$ cat config.mk
export PLATFORM = sky130hd
export DESIGN_NAME = seq_scan_ctrl
export DESIGN_NICKNAME = d
export VERILOG_FILES = /design/src/rtl/seq_scan_pkg.sv /design/src/rtl/seq_pattern_matcher.sv /design/src/rtl/seq_scan_ctrl.sv
export SDC_FILE = /design/constraint.sdc
export NUM_CORES = 1
export LEC_CHECK = 0
export BUFFER_PORTS_ARGS = -buffer_cell sky130_fd_sc_hd__buf_2
export CAP_MARGIN = 30
export CORE_ASPECT_RATIO = 0.8
export CORE_MARGIN = 4
export CORE_UTILIZATION = 45
export DETAILED_ROUTE_END_ITERATION = 8
export PLACE_DENSITY = 0.7
export SLEW_MARGIN = 20
export SYNTH_ARGS = -nofsm -noshare
export SYNTH_HDL_FRONTEND = slang
export SYNTH_HIERARCHICAL = 1
export SYNTH_SLANG_ARGS = --single-unit
$ cat constraint.sdc
create_clock -name clk -period 2.3 [get_ports clk]
set_input_delay 0.345 -clock clk [delete_from_list [all_inputs] [get_ports clk]]
set_output_delay 0.345 -clock clk [all_outputs]
set_load 0.01 [all_outputs]
$ cat src/rtl/seq_scan_pkg.sv
// Shared types, default sizes and helpers for the serial scan controller.
package seq_scan_pkg;

   localparam int DEF_DATA_W  = 8;
   localparam int DEF_PAT_MAX = 8;
   localparam int DEF_CNT_W   = 16;

   typedef enum logic {
      IDLE  = 1'b0,
      SHIFT = 1'b1
   } state_t;

   // A length of 0 still means "compare one bit"; anything longer than the
   // history register is limited to the full history.
   function automatic int clamp_len(input int len, input int pat_max);
      if (len < 1)
         return 1;
      else if (len > pat_max)
         return pat_max;
      return len;
   endfunction

endpackage

$ cat src/rtl/seq_pattern_matcher.sv
// Moore serial pattern matcher: keeps the most recent PAT_MAX bits and flags
// when the newest len bits equal the programmed pattern.
module seq_pattern_matcher
   import seq_scan_pkg::*;
#(
   parameter int PAT_MAX = DEF_PAT_MAX
) (
   input  logic                         clk,
   input  logic                         rst,
   input  logic                         clear,
   input  logic                         shift_en,
   input  logic                         bit_in,
   input  logic [PAT_MAX-1:0]           pattern,
   input  logic [$clog2(PAT_MAX+1)-1:0] len,
   output logic                         match
);

   localparam int LEN_W = $clog2(PAT_MAX+1);

   logic [PAT_MAX-1:0] hist;
   logic [LEN_W-1:0]   nbits;
   logic               fresh;
   logic [PAT_MAX-1:0] mask;

   // Bit history; clear wins over a shift so the bit in flight is dropped.
   always_ff @(posedge clk) begin
      if (rst || clear) begin
         hist  <= '0;
         nbits <= '0;
         fresh <= 1'b0;
      end else begin
         fresh <= shift_en;
         if (shift_en) begin
            hist <= {hist[PAT_MAX-2:0], bit_in};
            if (nbits != LEN_W'(PAT_MAX))
               nbits <= nbits + 1'b1;
         end
      end
   end

   // Select the low len bits for comparison.
   always_comb begin
      mask = '0;
      for (int k = 0; k < PAT_MAX; k++)
         mask[k] = (k < int'(len));
   end

   assign match = fresh && (nbits >= len) && (((hist ^ pattern) & mask) == '0);

endmodule

$ cat src/rtl/seq_scan_ctrl.sv
// Accepts words over valid/ready, serializes them MSB-first into the pattern
// matcher, counts detections and raises a sticky threshold interrupt.
module seq_scan_ctrl
   import seq_scan_pkg::*;
#(
   parameter int DATA_W  = DEF_DATA_W,
   parameter int PAT_MAX = DEF_PAT_MAX,
   parameter int CNT_W   = DEF_CNT_W
) (
   input  logic                         clk,
   input  logic                         rst,
   input  logic                         cfg_we,
   input  logic [PAT_MAX-1:0]           cfg_pattern,
   input  logic [$clog2(PAT_MAX+1)-1:0] cfg_len,
   input  logic [CNT_W-1:0]             cfg_thresh,
   input  logic                         in_valid,
   output logic                         in_ready,
   input  logic [DATA_W-1:0]            in_data,
   output logic                         bit_out,
   output logic                         busy,
   output logic                         match,
   output logic [CNT_W-1:0]             match_count,
   output logic                         irq,
   input  logic                         irq_clr
);

   localparam int LEN_W = $clog2(PAT_MAX+1);
   localparam int IDX_W = (DATA_W > 1) ? $clog2(DATA_W) : 1;

   state_t             state, state_nxt;
   logic [DATA_W-1:0]  word;
   logic [IDX_W-1:0]   bit_idx;
   logic               last_bit;
   logic               accept;
   logic [PAT_MAX-1:0] pattern_q;
   logic [LEN_W-1:0]   len_q;
   logic [CNT_W-1:0]   thresh_q;
   logic [CNT_W-1:0]   cnt_inc;
   logic               irq_set;

   assign last_bit = (bit_idx == IDX_W'(DATA_W-1));
   assign accept   = in_valid && in_ready;
   assign bit_out  = busy && word[IDX_W'(DATA_W-1) - bit_idx];

   // Next state and handshake; in_ready depends only on state and bit_idx.
   always_comb begin
      state_nxt = state;
      in_ready  = 1'b0;
      busy      = 1'b0;
      case (state)
         IDLE: begin
            in_ready = 1'b1;
            if (in_valid)
               state_nxt = SHIFT;
         end
         SHIFT: begin
            busy = 1'b1;
            if (last_bit) begin
               in_ready = 1'b1;
               if (!in_valid)
                  state_nxt = IDLE;
            end
         end
         default: state_nxt = IDLE;
      endcase
   end

   // State register.
   always_ff @(posedge clk) begin
      if (rst)
         state <= IDLE;
      else
         state <= state_nxt;
   end

   // Serializer: load on handshake, otherwise step through the word.
   always_ff @(posedge clk) begin
      if (rst) begin
         word    <= '0;
         bit_idx <= '0;
      end else if (accept) begin
         word    <= in_data;
         bit_idx <= '0;
      end else if (busy) begin
         bit_idx <= last_bit ? '0 : bit_idx + 1'b1;
      end
   end

   // Configuration registers; length is clamped once on write.
   always_ff @(posedge clk) begin
      if (rst) begin
         pattern_q <= '0;
         len_q     <= LEN_W'(1);
         thresh_q  <= '0;
      end else if (cfg_we) begin
         pattern_q <= cfg_pattern;
         len_q     <= LEN_W'(clamp_len(int'(cfg_len), PAT_MAX));
         thresh_q  <= cfg_thresh;
      end
   end

   seq_pattern_matcher #(
      .PAT_MAX (PAT_MAX)
   ) u_matcher (
      .clk      (clk),
      .rst      (rst),
      .clear    (cfg_we),
      .shift_en (busy),
      .bit_in   (bit_out),
      .pattern  (pattern_q),
      .len      (len_q),
      .match    (match)
   );

   assign cnt_inc = (match_count == '1) ? match_count : match_count + 1'b1;
   assign irq_set = match && (thresh_q != '0) && (cnt_inc == thresh_q);

   // Saturating detection count and sticky irq; a set beats a same-cycle clear.
   always_ff @(posedge clk) begin
      if (rst || cfg_we) begin
         match_count <= '0;
         irq         <= 1'b0;
      end else begin
         if (match)
            match_count <= cnt_inc;
         if (irq_set)
            irq <= 1'b1;
         else if (irq_clr)
            irq <= 1'b0;
      end
   end

endmodule

==> results of run 1 <==
layer usage:
| layer | routed length, um | GRT usage (%) | part of all wire (%) |
|---|---|---|---|
| met3 | 760 | 5.03 | 7.9 |
| met4 | 192 | 8.03 | 2.0 |
| met5 | 0 | 0 | 0 |
| met2 | 4140 | 29.9 | 43 |
| met1 | 4480 | 27.6 | 47 |
cell usage after synthesis (all sizes together) (9+ instances only):
| cell type | number |
|---|---|
| mux2i | 46 |
| ha | 9 |
| nor3 | 12 |
| xnor2 | 22 |
| nand3 | 12 |
| nand4 | 9 |
| nor4 | 11 |
| nor2 | 79 |
| xor2 | 20 |
| inv | 13 |
| clkbuf | 10 |
| a21oi | 16 |
| nand2 | 21 |
| dfxtp | 70 |
| o21ai | 12 |
| buf | 12 |
repair_timing:
action                                  in CTS  in global routing
endpoints found under the setup margin       1                  5
setup buffers                                2                  1
hold buffers                                 0                  0
resized for setup                            2                  9
pin swaps                                    0                  1
gates cloned                                 0                  0
cells by family (layout without fill, tap and decap cells):
family,count (synthesis),in the layout
AOI/OAI and AO/OA,52,52
xor gates and xnor gates,42,42
adders and majority gates,9,9
buffers and inverters,35,126
DFF,70,70
muxes,48,48
and+or+nand+nor,165,165
flip-flops by register name, summed over array words and instances (netlist names):
signal and count:
u_matcher/hist 8, state 1, irq 1, thresh_q 16
u_matcher/nbits 4, match_count 16, bit_idx 3, word 8
pattern_q 8, len_q 4, u_matcher/fresh 1
final timing paths:
path | startpoint | endpoint | slack (ps) | cells after the start
min reg2reg | word[7]$_SDFFE_PP0P_ | word[7]$_SDFFE_PP0P_ | 500 | 2
max reg2reg | u_matcher/nbits[0]$_SDFFE_PP0P_ | irq$_SDFFE_PP0P_ | 70 | 14
max | u_matcher/nbits[0]$_SDFFE_PP0P_ | irq$_SDFFE_PP0P_ | 70 | 14
min | cfg_pattern[5] | pattern_q[5]$_SDFFE_PP0P_ | 220 | 3
worst max-delay path: stages, from the launching register on:
cell and delay (ps):
sky130_fd_sc_hd__dfxtp_2 340, sky130_fd_sc_hd__inv_2 50, sky130_fd_sc_hd__ha_4 250, sky130_fd_sc_hd__nand2b_4 100
sky130_fd_sc_hd__a21o_1 100, sky130_fd_sc_hd__a21o_1 120, sky130_fd_sc_hd__a21oi_2 60, sky130_fd_sc_hd__nor3_2 180
sky130_fd_sc_hd__inv_2 90, sky130_fd_sc_hd__a211oi_2 180, sky130_fd_sc_hd__nand2_1 70, sky130_fd_sc_hd__nand4b_1 190
sky130_fd_sc_hd__nor4_2 160, sky130_fd_sc_hd__o2111ai_1 140, sky130_fd_sc_hd__o21ai_1 140
through the flow:
stage          setup WS [ps]  hold WS [ps]  power, mW  instance area [um2]  std cells
4_1_cts                 2.64           214       2.85                 4560        619
6_report                71.9           222       2.83                 4630        620
5_1_grt                 -113           217       2.95                 4630        620
3_5_place_dp            48.4           481       1.59                 4290        602
2_1_floorplan           4.44           455       1.50                 3680        421
3_3_place_gp             155           474       1.58                 4290        602
power groups by stage:
| stage | clock, mW | sequential (mW) | combinational [mW] |
|---|---|---|---|
| finish | 1.25 | 1.30 | 0.280 |
| global route | 1.33 | 1.31 | 0.310 |
| CTS | 1.28 | 1.30 | 0.269 |
| detailed placement | 0 | 1.33 | 0.265 |
| global placement | 0 | 1.32 | 0.260 |
| floorplan | 0 | 1.31 | 0.188 |
final cells by class:
cell class                 count  area share (%)
multi-input combinational    316            47.0
clock buffer                  12            3.57
inverter                      13            1.05
tap                          108            2.92
sequential                    70            30.4
timing repair buffer          98            13.1
clock inverter                 3            1.95
==> metrics.txt, run 1 <==
# TYPE chip_impl_metric gauge
chip_impl_metric{name="share_of_the_synthesized_area_in_compound_gates_ao_oa_aoi_oai",unit="%"} 9.14
chip_impl_metric{name="cp_data_required_time",unit="ps"} 2590
chip_impl_metric{name="switching_share",unit="%"} 22.5
chip_impl_metric{name="die_height",unit="um"} 88.8
chip_impl_metric{name="worstPathMaxFanout",unit=""} 3
chip_impl_metric{name="grt_overflow",unit=""} 0
chip_impl_metric{name="yosysWarningCount",unit=""} 6
chip_impl_metric{name="finalCoreUtilization",unit="%"} 58.2
chip_impl_metric{name="avgSynthCellArea",unit="um2"} 8.71
chip_impl_metric{name="cts.reportedPaths.clkPinSlew",unit="ps"} 70
chip_impl_metric{name="drv_slew",unit=""} 0
chip_impl_info{name="synth_top_family_by_area",value="simple AND/OR/NAND/NOR gates"} 1
chip_impl_info{name="layout.cells.most_common",value="sky130_fd_sc_hd__nor2_1"} 1
chip_impl_metric{name="grt_pass1_wl",unit="um"} 15000
chip_impl_metric{name="area_delta_synth_final",unit="%"} 26.1
chip_impl_info{name="post-synth-top-area-cell",value="sky130_fd_sc_hd__dfxtp_1"} 1
chip_impl_metric{name="worst_clock_skew",unit="ps"} 5.31
chip_impl_metric{name="maxCapViolCount",unit=""} 0
chip_impl_metric{name="area_share_of_fa_ha_maj_cells_after_synthesis",unit="%"} 3.07
chip_impl_metric{name="h-tree-depth",unit=""} 3
chip_impl_info{name="layout_common_cells",value="78 x sky130_fd_sc_hd__nor2_1, 67 x sky130_fd_sc_hd__dfxtp_1, 60 x sky130_fd_sc_hd__buf_2"} 1
chip_impl_metric{name="critPathArrivalTime",unit="ps"} 2520
chip_impl_metric{name="power-per-cell-area",unit="nW/um2"} 613
chip_impl_info{name="grt_setup_unrepaired",value="true"} 1
chip_impl_info{name="cts_tree",value="done"} 1
chip_impl_info{name="ys_top_cells_by_area",value="sky130_fd_sc_hd__dfxtp_1 38%, sky130_fd_sc_hd__mux2i_1 13%, sky130_fd_sc_hd__nor2_1 8.0%"} 1
chip_impl_metric{name="yosys.area_share.xor_xnor",unit="%"} 10.0
chip_impl_info{name="cp-end-kind",value="flop"} 1
chip_impl_metric{name="fp.dieW",unit="um"} 109
chip_impl_metric{name="clk-insertion-delay-late",unit="ps"} 350
chip_impl_metric{name="viasPerCell",unit=""} 5.35
chip_impl_metric{name="via_count",unit=""} 3318
chip_impl_metric{name="number_of_nets_with_antenna_violations_after_routing",unit=""} 0
chip_impl_metric{name="post_drt_wl_per_cell",unit="um"} 15.4
chip_impl_metric{name="ff_latch_area",unit="um2"} 1410
chip_impl_metric{name="p_seq_share",unit="%"} 45.9
chip_impl_metric{name="dr.first_iter.drc_count",unit=""} 241
chip_impl_metric{name="share_of_flip_flops_with_an_asynchronous_set_or_reset",unit="%"} 0
chip_impl_metric{name="p_leak",unit="nW"} 1.99
chip_impl_metric{name="setup-violations-final",unit=""} 0
chip_impl_info{name="startpoint_type",value="flop"} 1
chip_impl_metric{name="floorplan.die_area",unit="um2"} 9670
chip_impl_metric{name="place.port_buffers",unit=""} 61
chip_impl_metric{name="max_freq",unit="MHz"} 449
chip_impl_metric{name="area_of_the_multi_input_gates",unit="um2"} 2180
chip_impl_metric{name="grt_start_max_net_pins",unit=""} 42
chip_impl_metric{name="power.net_switching",unit="uW"} 637
chip_impl_metric{name="numClockSinks",unit=""} 70
chip_impl_metric{name="worst-slew-pin-transition",unit="ps"} 528
chip_impl_metric{name="peak_supply_drop",unit="uV"} 314
chip_impl_metric{name="final_layout_size_suffix_gt1_share",unit="%"} 27.3
chip_impl_metric{name="netlist.area_leader.share",unit="%"} 38.2
chip_impl_metric{name="fin_crit",unit="ps"} 2230
chip_impl_metric{name="yosysUniqueCellTypes",unit=""} 55
chip_impl_metric{name="place_congestion",unit=""} 0.978
chip_impl_metric{name="synth_seq_cells",unit=""} 70
chip_impl_metric{name="final.fill_count",unit=""} 715
chip_impl_metric{name="rows",unit=""} 29
chip_impl_metric{name="wl",unit="um"} 9580
chip_impl_metric{name="synthMuxAreaShare",unit="%"} 13.8
chip_impl_metric{name="dpl.hpwl",unit="um"} 7000
chip_impl_metric{name="tritoncts.num_buffers",unit=""} 9
chip_impl_info{name="hp-class",value="in2reg"} 1
chip_impl_info{name="setup.worst_path.class",value="reg2reg"} 1
chip_impl_metric{name="yosysSeqAreaShare",unit="%"} 38.2
chip_impl_metric{name="route.detailed.drc",unit=""} 0
chip_impl_metric{name="number_of_enable_type_register_cells_in_the_synthesized_netlist",unit=""} 0
chip_impl_info{name="synth-main-ff-cell",value="sky130_fd_sc_hd__dfxtp_1"} 1
chip_impl_info{name="cts-root-buf",value="sky130_fd_sc_hd__clkbuf_8"} 1
chip_impl_metric{name="slew_headroom",unit="%"} 64.8
chip_impl_metric{name="first_global_vias",unit=""} 3054
chip_impl_metric{name="final_nets",unit=""} 558
chip_impl_metric{name="first_pass_iters",unit=""} 5
chip_impl_metric{name="p_clk_share",unit="%"} 44.2
chip_impl_metric{name="netlist_instances",unit=""} 421
chip_impl_metric{name="finalCritPeriodShare",unit="%"} 96.9
chip_impl_metric{name="n_antenna_cell",unit=""} 0
chip_impl_metric{name="synth_simple_gate_area_share",unit="%"} 21.8
chip_impl_metric{name="synth.cell_area",unit="um2"} 3670
chip_impl_metric{name="grtUsageTotal",unit="%"} 20.0
chip_impl_info{name="run_status",value="completed"} 1
chip_impl_metric{name="floorplan.io_pins",unit=""} 62
chip_impl_metric{name="cts.path.max_buffers",unit=""} 2
chip_impl_metric{name="final-hold-violation-count",unit=""} 0
chip_impl_metric{name="fin_tns_setup",unit="ps"} 0
chip_impl_metric{name="combinational_cell_fraction_of_total_power",unit="%"} 9.9
chip_impl_metric{name="syn_nets",unit=""} 471
chip_impl_metric{name="internal_power_contribution",unit="mW"} 2.20
chip_impl_metric{name="core_area",unit="um2"} 7950
chip_impl_metric{name="effective_utilization_at_floorplan",unit="%"} 46.2
chip_impl_metric{name="antenna_found_initial",unit=""} 0
Power figures use the tool's default switching activity.
==> run 2, diff against run 1 <==
--- a/config.mk
+++ b/config.mk
@@ -12,6 +12,5 @@
 export CORE_UTILIZATION = 45
 export DETAILED_ROUTE_END_ITERATION = 8
-export PLACE_DENSITY = 0.7
-export SLEW_MARGIN = 20
+export PLACE_DENSITY = 0.67
 export SYNTH_ARGS = -nofsm -noshare
 export SYNTH_HDL_FRONTEND = slang
==> constraint.sdc (replaced) <==
create_clock -name clk -period 2.8 [get_ports clk]
set_input_delay 0.42 -clock clk [delete_from_list [all_inputs] [get_ports clk]]
set_output_delay 0.42 -clock clk [all_outputs]
set_load 0.1 [all_outputs]
==> run 2 against run 1 <==
  * Count of clock-buffer cells in the layout fell by 3
  * Non-clock buffer count is 24 lower
  * Power shrank 22%
  * Clock power decreased by 28%
  * Critical path type is now reg2out
==> metrics.txt, run 2 (same netlist as run 1, synthesis figures left out) <==
# TYPE chip_impl_metric gauge
chip_impl_metric{name="critPathArrivalTime",unit="ps"} 2160
chip_impl_metric{name="final.fill_count",unit=""} 754
chip_impl_metric{name="slew_headroom",unit="%"} 61.6
chip_impl_metric{name="h-tree-depth",unit=""} 3
chip_impl_metric{name="grt_start_max_net_pins",unit=""} 42
chip_impl_metric{name="grt_pass1_wl",unit="um"} 15000
chip_impl_metric{name="place.port_buffers",unit=""} 61
chip_impl_metric{name="fin_area",unit="um2"} 4370
chip_impl_metric{name="cp_data_required_time",unit="ps"} 2380
chip_impl_metric{name="fin_total_pwr",unit="mW"} 2.21
chip_impl_info{name="top_regs",value="match_count x16, thresh_q x16"} 1
chip_impl_metric{name="core_area",unit="um2"} 7950
chip_impl_metric{name="peak_supply_drop",unit="uV"} 290
chip_impl_info{name="run_status",value="completed"} 1
chip_impl_metric{name="grt_overflow",unit=""} 0
chip_impl_metric{name="floorplan.die_area",unit="um2"} 9670
chip_impl_metric{name="final_layout_size_suffix_gt1_share",unit="%"} 23.3
chip_impl_metric{name="worst_hold_slack",unit="ps"} 303
chip_impl_metric{name="tritoncts.num_buffers",unit=""} 9
chip_impl_metric{name="power-per-cell-area",unit="nW/um2"} 507
chip_impl_metric{name="dr.first_iter.drc_count",unit=""} 234
chip_impl_metric{name="area_delta_synth_final",unit="%"} 19.1
chip_impl_metric{name="final-hold-violation-count",unit=""} 0
chip_impl_metric{name="worst_clock_skew",unit="ps"} 10.6
chip_impl_metric{name="viasPerCell",unit=""} 5.43
chip_impl_info{name="hp-start",value="cfg_len[0]"} 1
chip_impl_info{name="layout.cells.most_common",value="sky130_fd_sc_hd__nor2_1"} 1
chip_impl_info{name="setup.worst_path.start",value="len_q[0]$_SDFFE_PP1P_"} 1
chip_impl_metric{name="drv_slew",unit=""} 0
chip_impl_metric{name="die_height",unit="um"} 88.8
chip_impl_info{name="cts-root-buf",value="sky130_fd_sc_hd__clkbuf_8"} 1
chip_impl_info{name="grt_setup_unrepaired",value="false"} 1
chip_impl_info{name="startpoint_type",value="flop"} 1
chip_impl_info{name="cts_tree",value="done"} 1
chip_impl_metric{name="first_global_vias",unit=""} 3001
chip_impl_metric{name="finalCritPeriodShare",unit="%"} 92.1
chip_impl_info{name="setup.worst_path.class",value="reg2out"} 1
chip_impl_info{name="layout_common_cells",value="77 x sky130_fd_sc_hd__nor2_1, 68 x sky130_fd_sc_hd__dfxtp_1, 61 x sky130_fd_sc_hd__buf_2"} 1
chip_impl_info{name="regToRegStartpoint",value="match_count[5]$_SDFFE_PP0P_"} 1
chip_impl_metric{name="rows",unit=""} 29
chip_impl_info{name="hp-class",value="in2reg"} 1
chip_impl_metric{name="maxCapViolCount",unit=""} 0
chip_impl_metric{name="cts_setup_buffers",unit=""} 0
chip_impl_metric{name="numClockSinks",unit=""} 70
chip_impl_metric{name="cts.reportedPaths.clkPinSlew",unit="ps"} 80
chip_impl_metric{name="finalCoreUtilization",unit="%"} 55.0
chip_impl_metric{name="place_congestion",unit=""} 0.940
chip_impl_metric{name="effective_utilization_at_floorplan",unit="%"} 46.2
chip_impl_metric{name="first_pass_iters",unit=""} 5
chip_impl_metric{name="fin_crit",unit="ps"} 2580
chip_impl_info{name="cp-end-kind",value="primary output"} 1
chip_impl_metric{name="final_nets",unit=""} 534
chip_impl_metric{name="dpl.hpwl",unit="um"} 6890
chip_impl_metric{name="max_freq",unit="MHz"} 388
chip_impl_metric{name="n_antenna_cell",unit=""} 0
chip_impl_metric{name="route.detailed.drc",unit=""} 0
chip_impl_metric{name="post_drt_wl_per_cell",unit="um"} 15.5
chip_impl_metric{name="floorplan.io_pins",unit=""} 62
chip_impl_metric{name="setup-violations-final",unit=""} 0
chip_impl_metric{name="placed_area",unit="um2"} 4140
chip_impl_metric{name="number_of_nets_with_antenna_violations_after_routing",unit=""} 0
chip_impl_metric{name="via_count",unit=""} 3241
chip_impl_metric{name="wl",unit="um"} 9250
chip_impl_metric{name="cts.path.max_buffers",unit=""} 2
chip_impl_metric{name="p_leak",unit="nW"} 1.82
chip_impl_metric{name="worst-slew-pin-transition",unit="ps"} 570
chip_impl_metric{name="postCtsHoldBufs",unit=""} 0
chip_impl_metric{name="antenna_found_initial",unit=""} 0
chip_impl_metric{name="fp.dieW",unit="um"} 109
chip_impl_metric{name="clk-insertion-delay-late",unit="ps"} 340
chip_impl_metric{name="grtUsageTotal",unit="%"} 19.6
chip_impl_metric{name="worstPathMaxFanout",unit=""} 6
## run 2: changes by cell type in the layout (fill, tap and decap cells not counted), moves of 2 or more
cell | previous run | this run
sky130_fd_sc_hd__buf_6 | 2 | 0
sky130_fd_sc_hd__clkbuf_8 | 12 | 9
sky130_fd_sc_hd__buf_4 | 35 | 13
sky130_fd_sc_hd__clkinvlp_4 | 0 | 2
sky130_fd_sc_hd__inv_6 | 0 | 2
## run 2: area by class of cell
cell class	count	area, um2	share of cell area, %
multi-input combinational	316	2150	49.2
sequential	70	1400	32.1
timing repair buffer	74	403	9.22
tap	108	135	3.09
clock buffer	9	124	2.84
clock inverter	7	97.6	2.23
inverter	13	53.8	1.23
## run 2: routing by layer
metal  wire length, um  global-route usage (%)
met1              4630                    29.2
met2              3900                    28.9
met3               658                    4.52
met4                65                    4.24
met5                 0                       0
## run 2: critical path: stages, from the launching register on
cell                       delay (ps)
sky130_fd_sc_hd__dfxtp_1          380
sky130_fd_sc_hd__ha_1             300
sky130_fd_sc_hd__nand2b_1          90
sky130_fd_sc_hd__a21o_1           100
sky130_fd_sc_hd__a21o_1           110
sky130_fd_sc_hd__a21oi_2           60
sky130_fd_sc_hd__nor3_4           280
sky130_fd_sc_hd__buf_2            490
## run 2: worst paths after layout
check / endpoint / slack, ps / depth (start not counted)
setup / recovery: match / 220 / 7
hold / removal: len_q[0]$_SDFFE_PP1P_ / 300 / 3
setup reg to reg: irq$_SDFFE_PP0P_ / 270 / 7
hold reg to reg: word[3]$_SDFFE_PP0P_ / 500 / 2
## run 2: stage by stage
| step | std cells | setup slack, ps | setup TNS [ps] |
|---|---|---|---|
| finish | 597 | 222 | 0 |
| global route | 597 | 88.2 | 0 |
| CTS | 597 | 179 | 0 |
| detailed placement | 581 | 253 | 0 |
| global placement | 581 | 352 | 0 |
| floorplan | 421 | -194 | -220 |
## run 2: power by group
part,total (mW),internal (mW),switching (mW)
logic,0.238,0.107,0.131
registers,1.07,1.03,0.0408
clock network,0.906,0.504,0.401
total,2.21,1.64,0.573
## run 2: what timing repair did
action / 4_1_cts / 5_1_grt
setup endpoints to repair: 0 / 1
resized for setup: 0 / 1
hold endpoints to repair: 0 / 0
